$ cat config.mk
export PLATFORM = sky130hd
export DESIGN_NAME = corr_search_scheduler
export DESIGN_NICKNAME = d
export VERILOG_FILES = /design/src/rtl/corr_search_scheduler.sv
export SDC_FILE = /design/constraint.sdc
export NUM_CORES = 1
export LEC_CHECK = 0
export ABC_AREA = 1
export CORE_ASPECT_RATIO = 1.25
export CORE_UTILIZATION = 50
export DETAILED_ROUTE_END_ITERATION = 10
export PLACE_DENSITY = 0.82
export SYNTH_ARGS = -nofsm -noshare
export SYNTH_HDL_FRONTEND = slang
export SYNTH_SLANG_ARGS = --single-unit
export TNS_END_PERCENT = 100
$ cat constraint.sdc
create_clock -name iCLK -period 5.4 [get_ports iCLK]
set_input_delay 1.35 -clock iCLK [delete_from_list [all_inputs] [get_ports iCLK]]
set_output_delay 1.35 -clock iCLK [all_outputs]
set_load 0.005 [all_outputs]
$ cat src/rtl/corr_search_scheduler.sv
// Scans a rectangular grid of candidate start positions once per captured frame,
// driving the correlation engine and keeping the lowest score and its coordinates.
module corr_search_scheduler #(
    parameter int unsigned X_MIN   = 0,
    parameter int unsigned X_MAX   = 600,
    parameter int unsigned Y_MIN   = 0,
    parameter int unsigned Y_MAX   = 440,
    parameter int unsigned STEP    = 8,
    parameter int unsigned TIMEOUT = 65535
) (
    input  logic        iCLK,
    input  logic        iRST,
    input  logic        iFrameDone,
    input  logic        iCorrFinished,
    input  logic [31:0] iCorrScore,
    output logic [12:0] oXstart,
    output logic [12:0] oYstart,
    output logic        oCorrStart,
    output logic [12:0] oXresult,
    output logic [12:0] oYresult,
    output logic [31:0] oBestScore,
    output logic [15:0] oPosCount,
    output logic        oBusy,
    output logic        oFinished,
    output logic        oTimeout
);

    localparam logic [12:0] XMin     = 13'(X_MIN);
    localparam logic [12:0] YMin     = 13'(Y_MIN);
    localparam logic [13:0] XMax     = 14'(X_MAX);
    localparam logic [13:0] YMax     = 14'(Y_MAX);
    localparam logic [13:0] Step     = 14'(STEP);
    // Counter value in the last WAIT cycle before a position is abandoned.
    localparam logic [31:0] WaitLast = 32'(TIMEOUT - 2);

    typedef enum logic [2:0] {
        StIdle,
        StLaunch,
        StWait,
        StAdvance,
        StDone
    } state_e;

    state_e      state_q;
    logic        frame_q;
    logic        start;
    logic [31:0] wait_cnt_q;
    logic [31:0] score_q;
    logic [13:0] x_next;
    logic [13:0] y_next;

    assign start  = iFrameDone & ~frame_q;
    assign x_next = {1'b0, oXstart} + Step;
    assign y_next = {1'b0, oYstart} + Step;

    always_ff @(posedge iCLK) begin
        if (iRST) begin
            state_q    <= StIdle;
            frame_q    <= 1'b0;
            wait_cnt_q <= '0;
            score_q    <= '1;
            oXstart    <= XMin;
            oYstart    <= YMin;
            oCorrStart <= 1'b0;
            oXresult   <= '0;
            oYresult   <= '0;
            oBestScore <= '1;
            oPosCount  <= '0;
            oBusy      <= 1'b0;
            oFinished  <= 1'b0;
            oTimeout   <= 1'b0;
        end else begin
            frame_q    <= iFrameDone;
            oCorrStart <= 1'b0;
            unique case (state_q)
                StIdle: begin
                    if (start) begin
                        oXstart    <= XMin;
                        oYstart    <= YMin;
                        oBestScore <= '1;
                        oXresult   <= '0;
                        oYresult   <= '0;
                        oPosCount  <= '0;
                        oTimeout   <= 1'b0;
                        oFinished  <= 1'b0;
                        oBusy      <= 1'b1;
                        state_q    <= StLaunch;
                    end
                end
                StLaunch: begin
                    // Finished flag here still belongs to the previous position.
                    oCorrStart <= 1'b1;
                    wait_cnt_q <= '0;
                    state_q    <= StWait;
                end
                StWait: begin
                    if (iCorrFinished) begin
                        score_q <= iCorrScore;
                        state_q <= StAdvance;
                    end else if (wait_cnt_q == WaitLast) begin
                        oTimeout <= 1'b1;
                        score_q  <= '1;
                        state_q  <= StAdvance;
                    end else begin
                        wait_cnt_q <= wait_cnt_q + 32'd1;
                    end
                end
                StAdvance: begin
                    if (oPosCount != 16'hFFFF) begin
                        oPosCount <= oPosCount + 16'd1;
                    end
                    // Strict compare keeps the earliest of equal scores.
                    if (score_q < oBestScore) begin
                        oBestScore <= score_q;
                        oXresult   <= oXstart;
                        oYresult   <= oYstart;
                    end
                    if (x_next > XMax) begin
                        oXstart <= XMin;
                        if (y_next > YMax) begin
                            state_q <= StDone;
                        end else begin
                            oYstart <= y_next[12:0];
                            state_q <= StLaunch;
                        end
                    end else begin
                        oXstart <= x_next[12:0];
                        state_q <= StLaunch;
                    end
                end
                StDone: begin
                    oBusy     <= 1'b0;
                    oFinished <= 1'b1;
                    state_q   <= StIdle;
                end
                default: state_q <= StIdle;
            endcase
        end
    end

endmodule
# Yosys cells after proc, flatten, opt, wreduce, memory -nomap -nowiden

Index checks and enable logic that the tools add are counted.

Add/sub/neg operators: 4
$lt $le $gt $ge: 3
Equality and inequality tests: 15
Multiplexer cells: 35
Bitwise gates (word level): 2
Reduce and logical (&&, ||, !) cells: 15

Operators with widths:

| operator                | number |
|---|---|
| $mux W32                | 6 |
| $pmux W32 S2            | 2 |
| $pmux W13 S2            | 4 |
| $mux W13                | 6 |
| $add A32 B1 Y32 const B | 1 |
| $eq A32 B16 Y1 const B  | 1 |
| $lt A32 B32 Y1          | 1 |
| $mux W16                | 2 |
| $pmux W16 S2            | 1 |
| $add A13 B4 Y14 const B | 2 |
| $add A16 B1 Y16 const B | 1 |
| $ne A16 B16 Y1 const B  | 1 |
| $ne A2 B2 Y1 const B    | 8 |
| $mux W3                 | 5 |
| $gt A14 B10 Y1 const B  | 1 |
| $gt A14 B9 Y1 const B   | 1 |
| $pmux W3 S4             | 1 |
| $reduce_bool A2 Y1      | 5 |
| $reduce_and A3 Y1       | 3 |
| $reduce_and A2 Y1       | 4 |
| $reduce_and A4 Y1       | 2 |
| $eq A3 B2 Y1 const B    | 2 |
| $pmux W1 S2             | 3 |
| $mux W1                 | 5 |
| 6 further kinds         | 6 |

Register bits after elaboration: 172

# Longest topological paths before layout

Depth after elaboration: 5
Gate-level depth with buffers: 17
Depth with buffers taken out: 17

# Least setup slack after synthesis

OpenSTA, ideal clock, no wires.

Kind: input port to flip-flop
Start: input port iFrameDone
End: register oPosCount[8]
Setup time: 0.116 ns
Arrival time: 2.368 ns
Slack: 2.916 ns
Cell stages on the path: 9
Cell sequence: inv_1 > nor3_4 > nor2_2 > inv_2 > nand2_2 > nor2_1 > nand3_1 > o21ai_0 > nor2_1

Cells in the longest elaborated chain, start to end: 3

RTL lines:

| element                            | line | RTL |
|---|---|---|
| from (decl)                        | 13   | `input logic iFrameDone,` |
| $and A1 B1 Y1                      | 52   | `assign start = iFrameDone & ~frame_q;` |
| $ne A2 B2 Y1 (no source line)      | -    |  |
| $reduce_and A3 Y1 (no source line) | -    |  |
| to (signal assigned)               | 110  | `oPosCount <= oPosCount + 16'd1;` |
| to (decl)                          | 22   | `output logic [15:0] oPosCount,` |

Every way passes these cells.
A chain may end at the register's enable or synchronous reset.

# Final worst setup path

Start: input port iFrameDone
End: register oBestScore[1]

Cells in the longest elaborated chain, start to end: 3

RTL lines:

| element                            | line | RTL |
|---|---|---|
| $and A1 B1 Y1                      | 52   |  |
| $ne A2 B2 Y1 (no source line)      | -    |  |
| $reduce_and A3 Y1 (no source line) | -    |  |
| to (signal assigned)               | 114  | `oBestScore <= score_q;` |
| to (decl)                          | 21   | `output logic [31:0] oBestScore,` |

Every way passes these cells.

==> impl_metrics.csv <==
group,metric,value,unit
grt,grt_pass1_vias,7602,
critical_path,required,5.67,ns
sta,drv_slew,0,
route,dr_wl_met3,1140,µm
route,viasPerCell,5.30,
grt,grt_pass1_wl,35800,µm
floorplanning,pin_count,140,
critical_path,cpLargestDelayFamily,"simple AND/OR/NAND/NOR gates",
cts,clockRootBuffer,"clkbuf_16",
layout,final_layout_size_suffix_gt1_share,8.00,%
status,status,"finished clean",
sta,period_minus_slack,3.61,ns
route,wirelength,21700,µm
critical_path,cp-end-kind,"flip-flop",
route,num_vias,8195,
logic_synthesis,avgSynthCellArea,7.03,µm²
logic_synthesis,ys_seq_elements,160,
cts,post-cts-setup-buffer-count,0,
sta,timing.hold.ws,0.463,ns
layout,final_common_cell,"nand2_1",
critical_path,crit_chain,"clkdlybuf4s50_1 -> inv_1 -> nor3_4 -> nor2_2 -> inv_2 -> nand2_2 -> nand2_1 -> nand3_1",
layout,diodes,0,
cts,tritoncts,"done",
route,ant_nets,0,
floorplanning,core_area,16800,µm²
cts,postCtsHoldBufs,0,
route,wl_per_cell,14.0,µm
logic_synthesis,ys_warn_count,0,
route,drc,0,
route,drtIter0Drc,610,
floorplanning,die_x,119,µm
sta,timing.fmax,277,MHz
layout,layout_common_cells,"307 x nand2_1, 160 x dfxtp_1, 143 x nand3_1, 126 x clkdlybuf4s50_1, 109 x inv_1",
logic_synthesis,seq_area_frac_synth,37.5,%
route,wl_met2,10700,µm
logic_synthesis,ys.flop_type,"dfxtp_1",
sta,tns,0,ns
critical_path,path_class,"input pin to flip-flop",
logic_synthesis,synth_edf_count,0,
grt,antenna_found_initial,0,
place,dp_hpwl,15200,µm
critical_path,setup.worst_path.start_class,"input pin",
logic_synthesis,synthCells,1217,
power,p_per_area,310,nW/µm²
sta,rsz0062_at_grt,"false",
layout,synthToLayoutAreaGrowth,21.8,%
power,leakagePower,4.30,nW
logic_synthesis,synth.area.top_cells,"dfxtp_1 37%, nand2_1 13%, nand3_1 8.4%",
cts,insertion_delay,0.43,ns
floorplanning,rows,53,
place,gp_congestion,0.945,
logic_synthesis,ys_types,38,
grt,globalRouteTotalUtil,24.9,%
route,first_pass_iters,7,
critical_path,max_stage_delay,0.73,ns
critical_path,arrival,3.88,ns
sta,hold_viol_final,0,
floorplanning,dieArea,17600,µm²
route,wl_met1,9210,µm
grt,grt-ovfl-total,0,
sta,fin_skew,0.00860,ns
cts,cts_resized,0,
cts,clockBufferDepth,2,
route,highest_layer,"met4",
logic_synthesis,ys_async_sr_fraction,0,%
logic_synthesis,synth_top_area_cell,"dfxtp_1",
hold_path,hp-class,"flip-flop to flip-flop",
critical_path,cp_max_fo,53,
logic_synthesis,syn_area,8550,µm²
floorplanning,die_y,148,µm
cts,cts_buffers,17,
sta,fin_crit_sh,66.9,%
layout,fin_nets,1385,
grt,grt_max_degree,100,
sta,relSlewSlack,31.0,%
cts,clkTransAtPathRegs,0.06,ns
cts,cts_sinks,160,
sta,worstMarginPinSlew,1.03,ns
place,numPortBuffers,127,
job,cap_violations,0,
sta,final-setup-viol-count,0,
power,ir_drop,0.255,mV
logic_synthesis,yosysTopAreaCellShare,37.5,%
cts,htreeDepth,4,
critical_path,crit_buf_inv,3,
floorplanning,initial_core_util,51.0,%
critical_path,crit_slowest_cell,"nand2_2",
-- state kept, by name (all words and copies together), names as in the netlist --
register,count
wait_cnt_q,32
oCorrStart,1
state_q,3
oFinished,1
oYstart,10
oXstart,10
oTimeout,1
oYresult,10
oXresult,10
oBestScore,32
oPosCount,16
frame_q,1
oBusy,1
score_q,32
-- kinds of logic after synthesis --
family / share of synthesized area [%]
fa+ha+maj: 5.27
other cells: 0.0439
buf+inv: 9.47
compound gates: 8.27
simple gates: 35.3
xor+xnor: 4.20
flops: 37.5
-- through the flow --
| stage | util, % | std cells | cell area (µm²) | setup WS, ns | power [mW] |
|---|---|---|---|---|---|
| final | 62.1 | 1545 | 10400 | 1.79 | 3.23 |
| after global routing | 62.1 | 1545 | 10400 | 1.58 | 3.38 |
| after CTS | 62.1 | 1545 | 10400 | 1.83 | 3.24 |
| after detailed placement | 58.4 | 1514 | 9800 | 1.40 | 2.00 |
| after global placement | 58.4 | 1514 | 9800 | 1.44 | 1.98 |
| after floorplan | - | 1228 | 8590 | 2.92 | 1.79 |
-- cells in the mapped netlist (3+ instances only) --
| master | count |
|---|---|
| buf_6 | 5 |
| ha_1 | 36 |
| nor3_1 | 33 |
| a21oi_1 | 68 |
| buf_4 | 18 |
| dfxtp_1 | 160 |
| buf_1 | 5 |
| nand2_2 | 7 |
| nor2_2 | 7 |
| o21a_1 | 3 |
| xnor2_1 | 10 |
| nand4_1 | 25 |
| o21ai_0 | 17 |
| o22ai_1 | 32 |
| inv_2 | 8 |
| clkbuf_1 | 27 |
| or2_2 | 34 |
| nand2_1 | 307 |
| nand3_1 | 143 |
| nor2_1 | 95 |
| inv_1 | 110 |
| xor2_1 | 31 |
| nor4_1 | 4 |
| buf_2 | 11 |
-- path summary, 6_finish.rpt --
kind                        from       endpoint  slack [ns]  cells after the start
setup / recovery      iFrameDone  oBestScore[1]        1.79                      8
hold / removal       oXresult[8]    oXresult[8]        0.46                      2
hold reg to reg      oXresult[8]    oXresult[8]        0.46                      2
setup reg to reg  oBestScore[25]  oBestScore[1]        2.35                     13
-- worst min-delay path, cell delays in order (launching register included) --
cell     delay (ns)
dfxtp_1        0.31
nand3_1        0.07
nand2_1        0.04
-- cell type report --
| cell class | instances | area, µm² |
|---|---|---|
| Sequential cell | 160 | 3200 |
| Clock inverter | 12 | 158 |
| Tap cell | 220 | 275 |
| Timing Repair Buffer | 132 | 1300 |
| Inverter | 118 | 444 |
| Fill cell | 1505 | 6360 |
| Multi-Input combinational cell | 884 | 4580 |
| Clock buffer | 19 | 453 |
-- where the power goes --
group | total (mW) | internal (mW) | switching, mW
clock network | 1.25 | 0.752 | 0.497
logic | 0.665 | 0.267 | 0.398
registers | 1.31 | 1.25 | 0.0642
-- routing by layer --
layer / global-route usage [%] / vias to the layer above
li1: - / 4146
met1: 29.7 / 3764
met2: 43.3 / 243
met3: 4.87 / 42
met4: 10.9 / 0
met5: 0 / -
Note: power is estimated with default switching activity, not from simulation.
